[config.mk]
export PLATFORM = sky130hd
export DESIGN_NAME = trace_emitter_flat
export DESIGN_NICKNAME = d
export VERILOG_FILES = /design/src/rtl/trace_pkg.sv /design/src/rtl/trace_emitter_if.sv /design/src/rtl/trace_fifo.sv /design/src/rtl/trace_emitter.sv /design/src/flat_wrapper.sv
export SDC_FILE = /design/constraint.sdc
export NUM_CORES = 1
export LEC_CHECK = 0
export BUFFER_PORTS_ARGS = -buffer_cell sky130_fd_sc_hd__buf_2
export CORE_UTILIZATION = 61
export DETAILED_ROUTE_END_ITERATION = 6
export PLACE_DENSITY = 0.8
export SYNTH_ARGS = -nofsm -noshare
export SYNTH_HDL_FRONTEND = slang
export SYNTH_SLANG_ARGS = --single-unit
[constraint.sdc]
create_clock -name clk -period 4.8 [get_ports clk]
set_input_delay 0.24 -clock clk [delete_from_list [all_inputs] [get_ports clk]]
set_output_delay 0.24 -clock clk [all_outputs]
set_load 0.005 [all_outputs]
[src/rtl/trace_pkg.sv]
// Shared definitions for the retire-trace emitter: record layout, record type
// codes, STAT record indices and the control FSM state type.
package trace_pkg;

    localparam int TYPE_W   = 4;
    localparam int TAG_W    = 16;
    localparam int VAL_W    = 16;
    localparam int VAL_LSB  = 0;
    localparam int TAG_LSB  = VAL_LSB + VAL_W;
    localparam int TYPE_LSB = TAG_LSB + TAG_W;
    localparam int REC_W    = TYPE_LSB + TYPE_W;

    localparam logic [TYPE_W-1:0] REC_REG   = 4'd1;
    localparam logic [TYPE_W-1:0] REC_LOAD  = 4'd2;
    localparam logic [TYPE_W-1:0] REC_STORE = 4'd3;
    localparam logic [TYPE_W-1:0] REC_HALT  = 4'd4;
    localparam logic [TYPE_W-1:0] REC_STAT  = 4'd5;

    localparam logic [2:0] STAT_CYCLES = 3'd0;
    localparam logic [2:0] STAT_INST   = 3'd1;
    localparam logic [2:0] STAT_DHIT   = 3'd2;
    localparam logic [2:0] STAT_IHIT   = 3'd3;
    localparam logic [2:0] STAT_DREQ   = 3'd4;
    localparam logic [2:0] STAT_IREQ   = 3'd5;

    typedef enum logic [1:0] {
        ST_RUN,
        ST_HALT,
        ST_STAT,
        ST_DONE
    } state_t;

    function automatic logic [REC_W-1:0] pack_rec(input logic [TYPE_W-1:0] rtype,
                                                  input logic [TAG_W-1:0]  tag,
                                                  input logic [VAL_W-1:0]  value);
        logic [REC_W-1:0] rec;
        rec = '0;
        rec[TYPE_LSB +: TYPE_W] = rtype;
        rec[TAG_LSB +: TAG_W]   = tag;
        rec[VAL_LSB +: VAL_W]   = value;
        return rec;
    endfunction

endpackage

[src/rtl/trace_emitter_if.sv]
// Record stream from the trace emitter to a trace sink (valid/ready).
interface trace_emitter_if;
    import trace_pkg::*;

    logic             rec_valid;
    logic             rec_ready;
    logic [REC_W-1:0] rec_data;

    modport master (output rec_valid, output rec_data, input rec_ready);
    modport slave  (input rec_valid, input rec_data, output rec_ready);

endinterface

[src/rtl/trace_fifo.sv]
// Record FIFO: DEPTH x REC_W entries, up to three pushes and one pop per cycle.
// The caller guarantees push_n never exceeds the free slot count.
module trace_fifo
    import trace_pkg::*;
#(
    parameter int DEPTH = 8
) (
    input  logic                            clk,
    input  logic                            rst,
    input  logic [1:0]                      push_n,
    input  logic [2:0][REC_W-1:0]           push_rec,
    input  logic                            pop,
    output logic [REC_W-1:0]                head,
    output logic [$clog2(DEPTH):0]          count
);

    localparam int PTR_W = $clog2(DEPTH);
    localparam int CW    = PTR_W + 1;

    logic [REC_W-1:0] mem_q [DEPTH];
    logic [REC_W-1:0] mem_d [DEPTH];
    logic [PTR_W-1:0] wr_ptr_q, wr_ptr_d;
    logic [PTR_W-1:0] rd_ptr_q, rd_ptr_d;
    logic [CW-1:0]    count_q, count_d;
    logic             pop_ok;

    assign pop_ok = pop && (count_q != '0);

    // Records land at consecutive slots starting at the write pointer.
    always_comb begin
        mem_d = mem_q;
        for (int i = 0; i < 3; i++) begin
            if (2'(i) < push_n) begin
                mem_d[wr_ptr_q + PTR_W'(i)] = push_rec[i];
            end
        end
        wr_ptr_d = wr_ptr_q + PTR_W'(push_n);
        rd_ptr_d = pop_ok ? rd_ptr_q + PTR_W'(1) : rd_ptr_q;
        count_d  = count_q + CW'(push_n) - CW'(pop_ok);
    end

    always_ff @(posedge clk) begin
        mem_q <= mem_d;
        if (rst) begin
            wr_ptr_q <= '0;
            rd_ptr_q <= '0;
            count_q  <= '0;
        end else begin
            wr_ptr_q <= wr_ptr_d;
            rd_ptr_q <= rd_ptr_d;
            count_q  <= count_d;
        end
    end

    assign head  = (count_q == '0) ? '0 : mem_q[rd_ptr_q];
    assign count = count_q;

endmodule

[src/rtl/trace_emitter.sv]
// Retire-trace source: packs pipeline events into 36-bit records and streams them out.
// Define TRACE_EMITTER_STATS_EN to add statistic counters and the STAT record phase.
module trace_emitter
    import trace_pkg::*;
#(
    parameter int DEPTH  = 8,
    parameter int CNT_W  = 16,
    parameter int DROP_W = 8
) (
    input  logic              clk,
    input  logic              rst,
    input  logic              reg_we,
    input  logic [2:0]        reg_sel,
    input  logic [15:0]       reg_data,
    input  logic              mem_rd,
    input  logic              mem_wr,
    input  logic [15:0]       mem_addr,
    input  logic [15:0]       mem_rdata,
    input  logic [15:0]       mem_wdata,
    input  logic              halt,
    input  logic              icache_req,
    input  logic              icache_hit,
    input  logic              dcache_req,
    input  logic              dcache_hit,
    trace_emitter_if.master   rec_if,
    output logic              trace_stall,
    output logic [DROP_W-1:0] drop_cnt,
    output logic              done
);

    localparam int CW = $clog2(DEPTH) + 1;

    function automatic logic [CNT_W-1:0] sat_inc(input logic [CNT_W-1:0] v, input logic en);
        return (en && !(&v)) ? v + CNT_W'(1) : v;
    endfunction

    state_t                 state_q, state_d;
    logic [DROP_W-1:0]      drop_cnt_q, drop_cnt_d;
    logic [CNT_W-1:0]       cycle_cnt_q, cycle_cnt_d;
    logic [1:0]             push_n;
    logic [1:0]             slot;
    logic [2:0][REC_W-1:0]  push_rec;
    logic [REC_W-1:0]       fifo_head;
    logic [CW-1:0]          fifo_count;
    logic [CW-1:0]          free;
    logic                   full;
    logic                   run;
    logic                   pop;

    assign free = CW'(DEPTH) - fifo_count;
    assign full = (fifo_count == CW'(DEPTH));
    assign run  = (state_q == ST_RUN);
    assign pop  = rec_if.rec_valid && rec_if.rec_ready;

`ifdef TRACE_EMITTER_STATS_EN
    logic [CNT_W-1:0] inst_cnt_q, inst_cnt_d;
    logic [CNT_W-1:0] ihit_cnt_q, ihit_cnt_d;
    logic [CNT_W-1:0] ireq_cnt_q, ireq_cnt_d;
    logic [CNT_W-1:0] dhit_cnt_q, dhit_cnt_d;
    logic [CNT_W-1:0] dreq_cnt_q, dreq_cnt_d;
    logic [2:0]       stat_idx_q, stat_idx_d;
    logic [CNT_W-1:0] stat_val;

    always_comb begin
        inst_cnt_d = sat_inc(inst_cnt_q, run && (halt || reg_we || mem_wr));
        ihit_cnt_d = sat_inc(ihit_cnt_q, run && icache_hit);
        ireq_cnt_d = sat_inc(ireq_cnt_q, run && icache_req);
        dhit_cnt_d = sat_inc(dhit_cnt_q, run && dcache_hit);
        dreq_cnt_d = sat_inc(dreq_cnt_q, run && dcache_req);
    end

    always_comb begin
        stat_val = '0;
        unique case (stat_idx_q)
            STAT_CYCLES: stat_val = cycle_cnt_q;
            STAT_INST:   stat_val = inst_cnt_q;
            STAT_DHIT:   stat_val = dhit_cnt_q;
            STAT_IHIT:   stat_val = ihit_cnt_q;
            STAT_DREQ:   stat_val = dreq_cnt_q;
            STAT_IREQ:   stat_val = ireq_cnt_q;
            default:     stat_val = '0;
        endcase
    end

    always_ff @(posedge clk) begin
        if (rst) begin
            inst_cnt_q <= '0;
            ihit_cnt_q <= '0;
            ireq_cnt_q <= '0;
            dhit_cnt_q <= '0;
            dreq_cnt_q <= '0;
            stat_idx_q <= '0;
        end else begin
            inst_cnt_q <= inst_cnt_d;
            ihit_cnt_q <= ihit_cnt_d;
            ireq_cnt_q <= ireq_cnt_d;
            dhit_cnt_q <= dhit_cnt_d;
            dreq_cnt_q <= dreq_cnt_d;
            stat_idx_q <= stat_idx_d;
        end
    end
`else
    logic unused_stat_inputs;
    assign unused_stat_inputs = ^{icache_req, icache_hit, dcache_req, dcache_hit};
`endif

    // A RUN cycle's events are pushed all together or, if they do not fit, not at all.
    always_comb begin
        state_d     = state_q;
        drop_cnt_d  = drop_cnt_q;
        cycle_cnt_d = cycle_cnt_q;
        push_n      = 2'd0;
        push_rec    = '0;
        slot        = 2'd0;
`ifdef TRACE_EMITTER_STATS_EN
        stat_idx_d  = stat_idx_q;
`endif
        unique case (state_q)
            ST_RUN: begin
                cycle_cnt_d = sat_inc(cycle_cnt_q, 1'b1);
                if (reg_we) begin
                    push_rec[slot] = pack_rec(REC_REG, TAG_W'(reg_sel), reg_data);
                    slot = slot + 2'd1;
                end
                if (mem_rd) begin
                    push_rec[slot] = pack_rec(REC_LOAD, mem_addr, mem_rdata);
                    slot = slot + 2'd1;
                end
                if (mem_wr) begin
                    push_rec[slot] = pack_rec(REC_STORE, mem_addr, mem_wdata);
                    slot = slot + 2'd1;
                end
                if (free >= CW'(slot)) begin
                    push_n = slot;
                end else if (!(&drop_cnt_q)) begin
                    drop_cnt_d = drop_cnt_q + DROP_W'(1);
                end
                if (halt) begin
                    state_d = ST_HALT;
                end
            end
            ST_HALT: begin
                if (!full) begin
                    push_n      = 2'd1;
                    push_rec[0] = pack_rec(REC_HALT, '0, VAL_W'(cycle_cnt_q));
`ifdef TRACE_EMITTER_STATS_EN
                    state_d     = ST_STAT;
`else
                    state_d     = ST_DONE;
`endif
                end
            end
            ST_STAT: begin
`ifdef TRACE_EMITTER_STATS_EN
                if (!full) begin
                    push_n      = 2'd1;
                    push_rec[0] = pack_rec(REC_STAT, TAG_W'(stat_idx_q), VAL_W'(stat_val));
                    if (stat_idx_q == STAT_IREQ) begin
                        state_d = ST_DONE;
                    end else begin
                        stat_idx_d = stat_idx_q + 3'd1;
                    end
                end
`else
                state_d = ST_DONE;
`endif
            end
            ST_DONE: begin
            end
            default: state_d = ST_RUN;
        endcase
    end

    always_ff @(posedge clk) begin
        if (rst) begin
            state_q     <= ST_RUN;
            drop_cnt_q  <= '0;
            cycle_cnt_q <= '0;
        end else begin
            state_q     <= state_d;
            drop_cnt_q  <= drop_cnt_d;
            cycle_cnt_q <= cycle_cnt_d;
        end
    end

    trace_fifo #(
        .DEPTH (DEPTH)
    ) u_fifo (
        .clk      (clk),
        .rst      (rst),
        .push_n   (push_n),
        .push_rec (push_rec),
        .pop      (pop),
        .head     (fifo_head),
        .count    (fifo_count)
    );

    assign rec_if.rec_valid = (fifo_count != '0);
    assign rec_if.rec_data  = fifo_head;
    assign trace_stall      = run && (free < CW'(3));
    assign drop_cnt         = drop_cnt_q;
    assign done             = (state_q == ST_DONE) && (fifo_count == '0);

endmodule
[src/flat_wrapper.sv]
// flat-port wrapper written by rule: the top's interface ports become plain ports
module trace_emitter_flat import trace_pkg::*;
#(
    parameter int DEPTH  = 8,
    parameter int CNT_W  = 16,
    parameter int DROP_W = 8
)
  (clk, rst, reg_we, reg_sel, reg_data, mem_rd, mem_wr, mem_addr, mem_rdata, mem_wdata, halt, icache_req, icache_hit, dcache_req, dcache_hit, trace_stall, drop_cnt, done, rec_if_rec_valid, rec_if_rec_data, rec_if_rec_ready);
  trace_emitter_if rec_if_i ();
  input  logic clk;
  input  logic rst;
  input  logic reg_we;
  input  logic [2:0] reg_sel;
  input  logic [15:0] reg_data;
  input  logic mem_rd;
  input  logic mem_wr;
  input  logic [15:0] mem_addr;
  input  logic [15:0] mem_rdata;
  input  logic [15:0] mem_wdata;
  input  logic halt;
  input  logic icache_req;
  input  logic icache_hit;
  input  logic dcache_req;
  input  logic dcache_hit;
  output logic trace_stall;
  output logic [DROP_W-1:0] drop_cnt;
  output logic done;
  output wire logic [$bits(rec_if_i.rec_valid)-1:0] rec_if_rec_valid;
  output wire logic [$bits(rec_if_i.rec_data)-1:0] rec_if_rec_data;
  input wire logic [$bits(rec_if_i.rec_ready)-1:0] rec_if_rec_ready;
  assign rec_if_rec_valid = rec_if_i.rec_valid;
  assign rec_if_rec_data = rec_if_i.rec_data;
  assign rec_if_i.rec_ready = rec_if_rec_ready;
  trace_emitter #(.DEPTH(DEPTH), .CNT_W(CNT_W), .DROP_W(DROP_W)) u_core (.clk(clk), .rst(rst), .reg_we(reg_we), .reg_sel(reg_sel), .reg_data(reg_data), .mem_rd(mem_rd), .mem_wr(mem_wr), .mem_addr(mem_addr), .mem_rdata(mem_rdata), .mem_wdata(mem_wdata), .halt(halt), .icache_req(icache_req), .icache_hit(icache_hit), .dcache_req(dcache_req), .dcache_hit(dcache_hit), .rec_if(rec_if_i), .trace_stall(trace_stall), .drop_cnt(drop_cnt), .done(done));
endmodule
==> metrics.md <==
| Metric | Value |
|---|---|
| Synth Area per Inst | 8.68 um^2 |
| Sink Count | 324 |
| Worst min-delay path class | primary input to flip-flop |
| Status | finished with violations |
| Final ANT Viol Nets | 0 |
| FF+latch count, synth | 324 |
| Filler instances | 2,231 |
| Cell-internal power | 8280 uW |
| Period utilization | 77.5% |
| Vias in the first global route | 18,200 |
| Clock transition at path regs | 0.06 ns |
| P&R area growth vs syn | 12.4% |
| DRT iter0 DRCs | 3,360 |
| Cts repair resizes | 0 |
| Worst path slowest cell | a21oi_1 |
| P_sw | 6530 uW |
| Worst path top cell family by delay | adder cells |
| Post-Layout Cell Count | 2,523 |
| Max Clk Rate | 0.269 GHz |
| Setup tns final | 0 ns |
| Final Hold Violating Endpoints | 0 |
| Violated checks | DRC |
| Worst Skew | 0.0159 ns |
| Most common cell in the netlist | dfxtp_1 |
| Initial Util | 62.2% |
| Post-DP HPWL | 40.4 mm |
| Layout cells sized above 1 | 16.7% |
| Post-synthesis net count | 2,167 |
| Post-CTS setup buffers | 0 |
| # nets final | 2,219 |
| Dominant cell type by area after synthesis | dfxtp_1 |
| Min Hold Slack | 0.0239 ns |
| Minimum clock period | 3.72 ns |
| Required @ worst endpoint | 5.19 ns |
| Crit path max fanout | 23 |
| WS Path Type | primary input to flip-flop |
| Final Setup Violations | 0 |
| Number of synthesized flops with an enable pin | 0 |
| Total track usage | 45.0% |
| Worst-path cell chain | buf_2 > inv_1 > ha_1 > xor2_1 > ha_1 > nand2b_1 > a21oi_1 > nand3_1 > buf_4 > a31oi_1 > ha_1 > inv_1 > ha_1 > inv_1 > fa_1 > xor2_1 > nor2_1 |
| Critical Path AT | 4.12 ns |
| Cell Area, Synth | 17,900 um^2 |
| Warnings, synthesis | 0 |
| Vias per std cell | 7.43 |
| Pre-antenna DRT Iters | 7 |
| Pwr dens | 736 nW/um^2 |
| PortBufs | 120 |
| Global-route wire length before repair | 105 mm |
| Top_reg_cell synth | dfxtp_1 |
| Slew Limit Fails | 0 |
| # DRC | 22 |
| Gr ovfl total | 0 |
| Num rows | 62 |
| Top-area cell type share of the netlist area | 36.2% |
| Die Y | 173 um |
| CTS tree | yes |
| MaxCap Viol Count | 0 |
| Async SR Flop Fraction | 0% |
| Final setup margin | 1.08 ns |
| CTS root buffer | clkbuf_16 |
| Number of buffers created by CTS | 35 |
| Crit path launch type | primary input |
| Antenna violations before repair | 0 |
| Switching Fraction | 44.1% |
| Synth cell types | 73 |
| Boundary pin count | 125 |
| Combinational power share | 50.2% |
| Synthesized netlist cell count | 2,061 |
| Core box area | 28,800 um^2 |
| Leak | 0.00743 uW |
| Wire length per cell | 27.6 um |
| H-tree Lvls | 2 |
| Antenna Cells | 0 |
| RSZ-0062 raised after global routing | no |
| Die area | 30,000 um^2 |
| Synth area leaders | dfxtp_1 36%, mux4_2 9.1%, nor2_1 5.6%, o22a_1 5.6%, o21ai_0 4.7% |
| Die extent in x | 173 um |
| Rel. slew slack | 15.3% |
| Seq/Total Area, Yosys | 36.2% |
| Placed Instances | 2,456 |
| Seq pwr share | 31.1% |
| Final core occ | 69.9% |
| Via count | 18,700 |
| CP Capture Type | flip-flop |
| Buf+Inv Stages, Crit Path | 5 |
| Worst-margin pin slew | 1.27 ns |
| Most frequent CP cell | ha_1 |
| Place WS | 0.602 ns |
| Clk network pwr share | 18.7% |
| Total Routed Length | 69.6 mm |
| Max rail drop VDD | 478 uV |
| Top cells by count, synth | 324 x dfxtp_1, 269 x nor2_1, 190 x nand2_1 |
| Largest net degree at the start of global routing | 64 |
| Gpl congestion | 0.970 |
| CP peak stage delay | 0.46 ns |
| CTS max path bufs | 3 |
| Clock Latency Late Sink | 0.54 ns |
## repair_timing
action / 4_1_cts / 5_1_grt
hold endpoints to repair: 4 / 0
endpoints found under the setup margin: 0 / 0
hold buffers: 4 / 0
## power by group through the flow
stage / clock [uW] / sequential (uW) / combinational (uW)
after global routing: 2860 / 4700 / 7840
after floorplan: 0 / 4290 / 4990
final: 2770 / 4610 / 7440
after detailed placement: 0 / 4590 / 7070
after global placement: 0 / 4540 / 6840
after CTS: 2750 / 4550 / 7120
## state kept, by name (all words and copies together) (netlist names)
| name | flops |
|---|---|
| u_core.cycle_cnt_q | 16 |
| u_core.drop_cnt | 8 |
| u_core.state_q | 2 |
| u_core.u_fifo.count | 4 |
| u_core.u_fifo.mem_q | 288 |
| u_core.u_fifo.rd_ptr_q | 3 |
| u_core.u_fifo.wr_ptr_q | 3 |
## worst paths after layout
| path | start | end | slack [ns] | cells after the start |
|---|---|---|---|---|
| setup / recovery | mem_rd | u_core.u_fifo.count[2]$_SDFF_PP0_ | 1.08 | 17 |
| setup reg to reg | u_core.u_fifo.count[0]$_SDFF_PP0_ | u_core.u_fifo.mem_q[166]$_DFF_P_ | 1.12 | 9 |
| hold / removal | mem_addr[15] | u_core.u_fifo.mem_q[139]$_DFF_P_ | 0.02 | 2 |
| hold reg to reg | u_core.u_fifo.mem_q[88]$_DFF_P_ | u_core.u_fifo.mem_q[88]$_DFF_P_ | 0.46 | 2 |
## layout make-up
class / instances / area [um^2] / share of cell area, %
clock buffers: 57 / 1090 / 5.42
clock inverters: 6 / 70.1 / 0.348
inverters: 25 / 93.8 / 0.466
multi-input cells: 1535 / 10700 / 53.2
flip-flops and latches: 324 / 6490 / 32.3
well taps: 384 / 480 / 2.39
repair buffers: 192 / 1190 / 5.91
## per-layer routing
| layer | vias to the layer above | part of all wire [%] | track usage, % |
|---|---|---|---|
| li1 | 7862 | - | - |
| met1 | 8621 | 35 | 55.7 |
| met2 | 1774 | 43 | 68.4 |
| met3 | 477 | 15 | 12.6 |
| met4 | 0 | 7.6 | 30.6 |
| met5 | - | 0 | 0 |
## kinds of logic after synthesis
group           count (synthesis)  share of synthesized area [%]
flops                         324                           36.2
buf+inv                       202                           4.52
xor+xnor                       29                           1.42
simple gates                  610                           14.8
mux                           126                           12.1
fa+ha+maj                      28                           2.04
compound gates                742                           28.9
## worst register-to-register path: cells and delay by family (launching register included)
| kind | cells | cell delay [ns] |
|---|---|---|
| adder cells (fa/ha/maj) | 1 | 0.30 |
| buffers and inverters | 2 | 0.43 |
| AND/OR/NAND/NOR | 3 | 1.01 |
| flip-flops | 1 | 0.39 |
| AO/OA/AOI/OAI | 3 | 1.40 |
## layout by cell type (no fill, tap or decap), drive strengths merged, types with 16 or more instances in the layout
cell type,netlist,layout
dfxtp,324,324
nor2,271,271
o21ai,224,224
nand2,195,195
buf,64,188
o22a,114,114
a21oi,96,96
mux4,72,72
o2bb2ai,65,65
clkbuf,113,57
mux2i,54,54
o22ai,49,49
o221ai,48,48
nand3,37,37
and2,26,26
ha,26,26
inv,24,25
o31ai,23,23
a31oi,21,21
xor2,19,19
and3,19,19
nor3,17,17
a222oi,16,16
a22o,16,16
## metrics by stage
step                power [uW]  cell area (um^2)
finish                   14800             20100
CTS                      14400             20100
global placement         11400             18900
floorplan                 9270             17900
detailed placement       11700             18900
global route             15400             20100
Power figures use the tool's default switching activity.
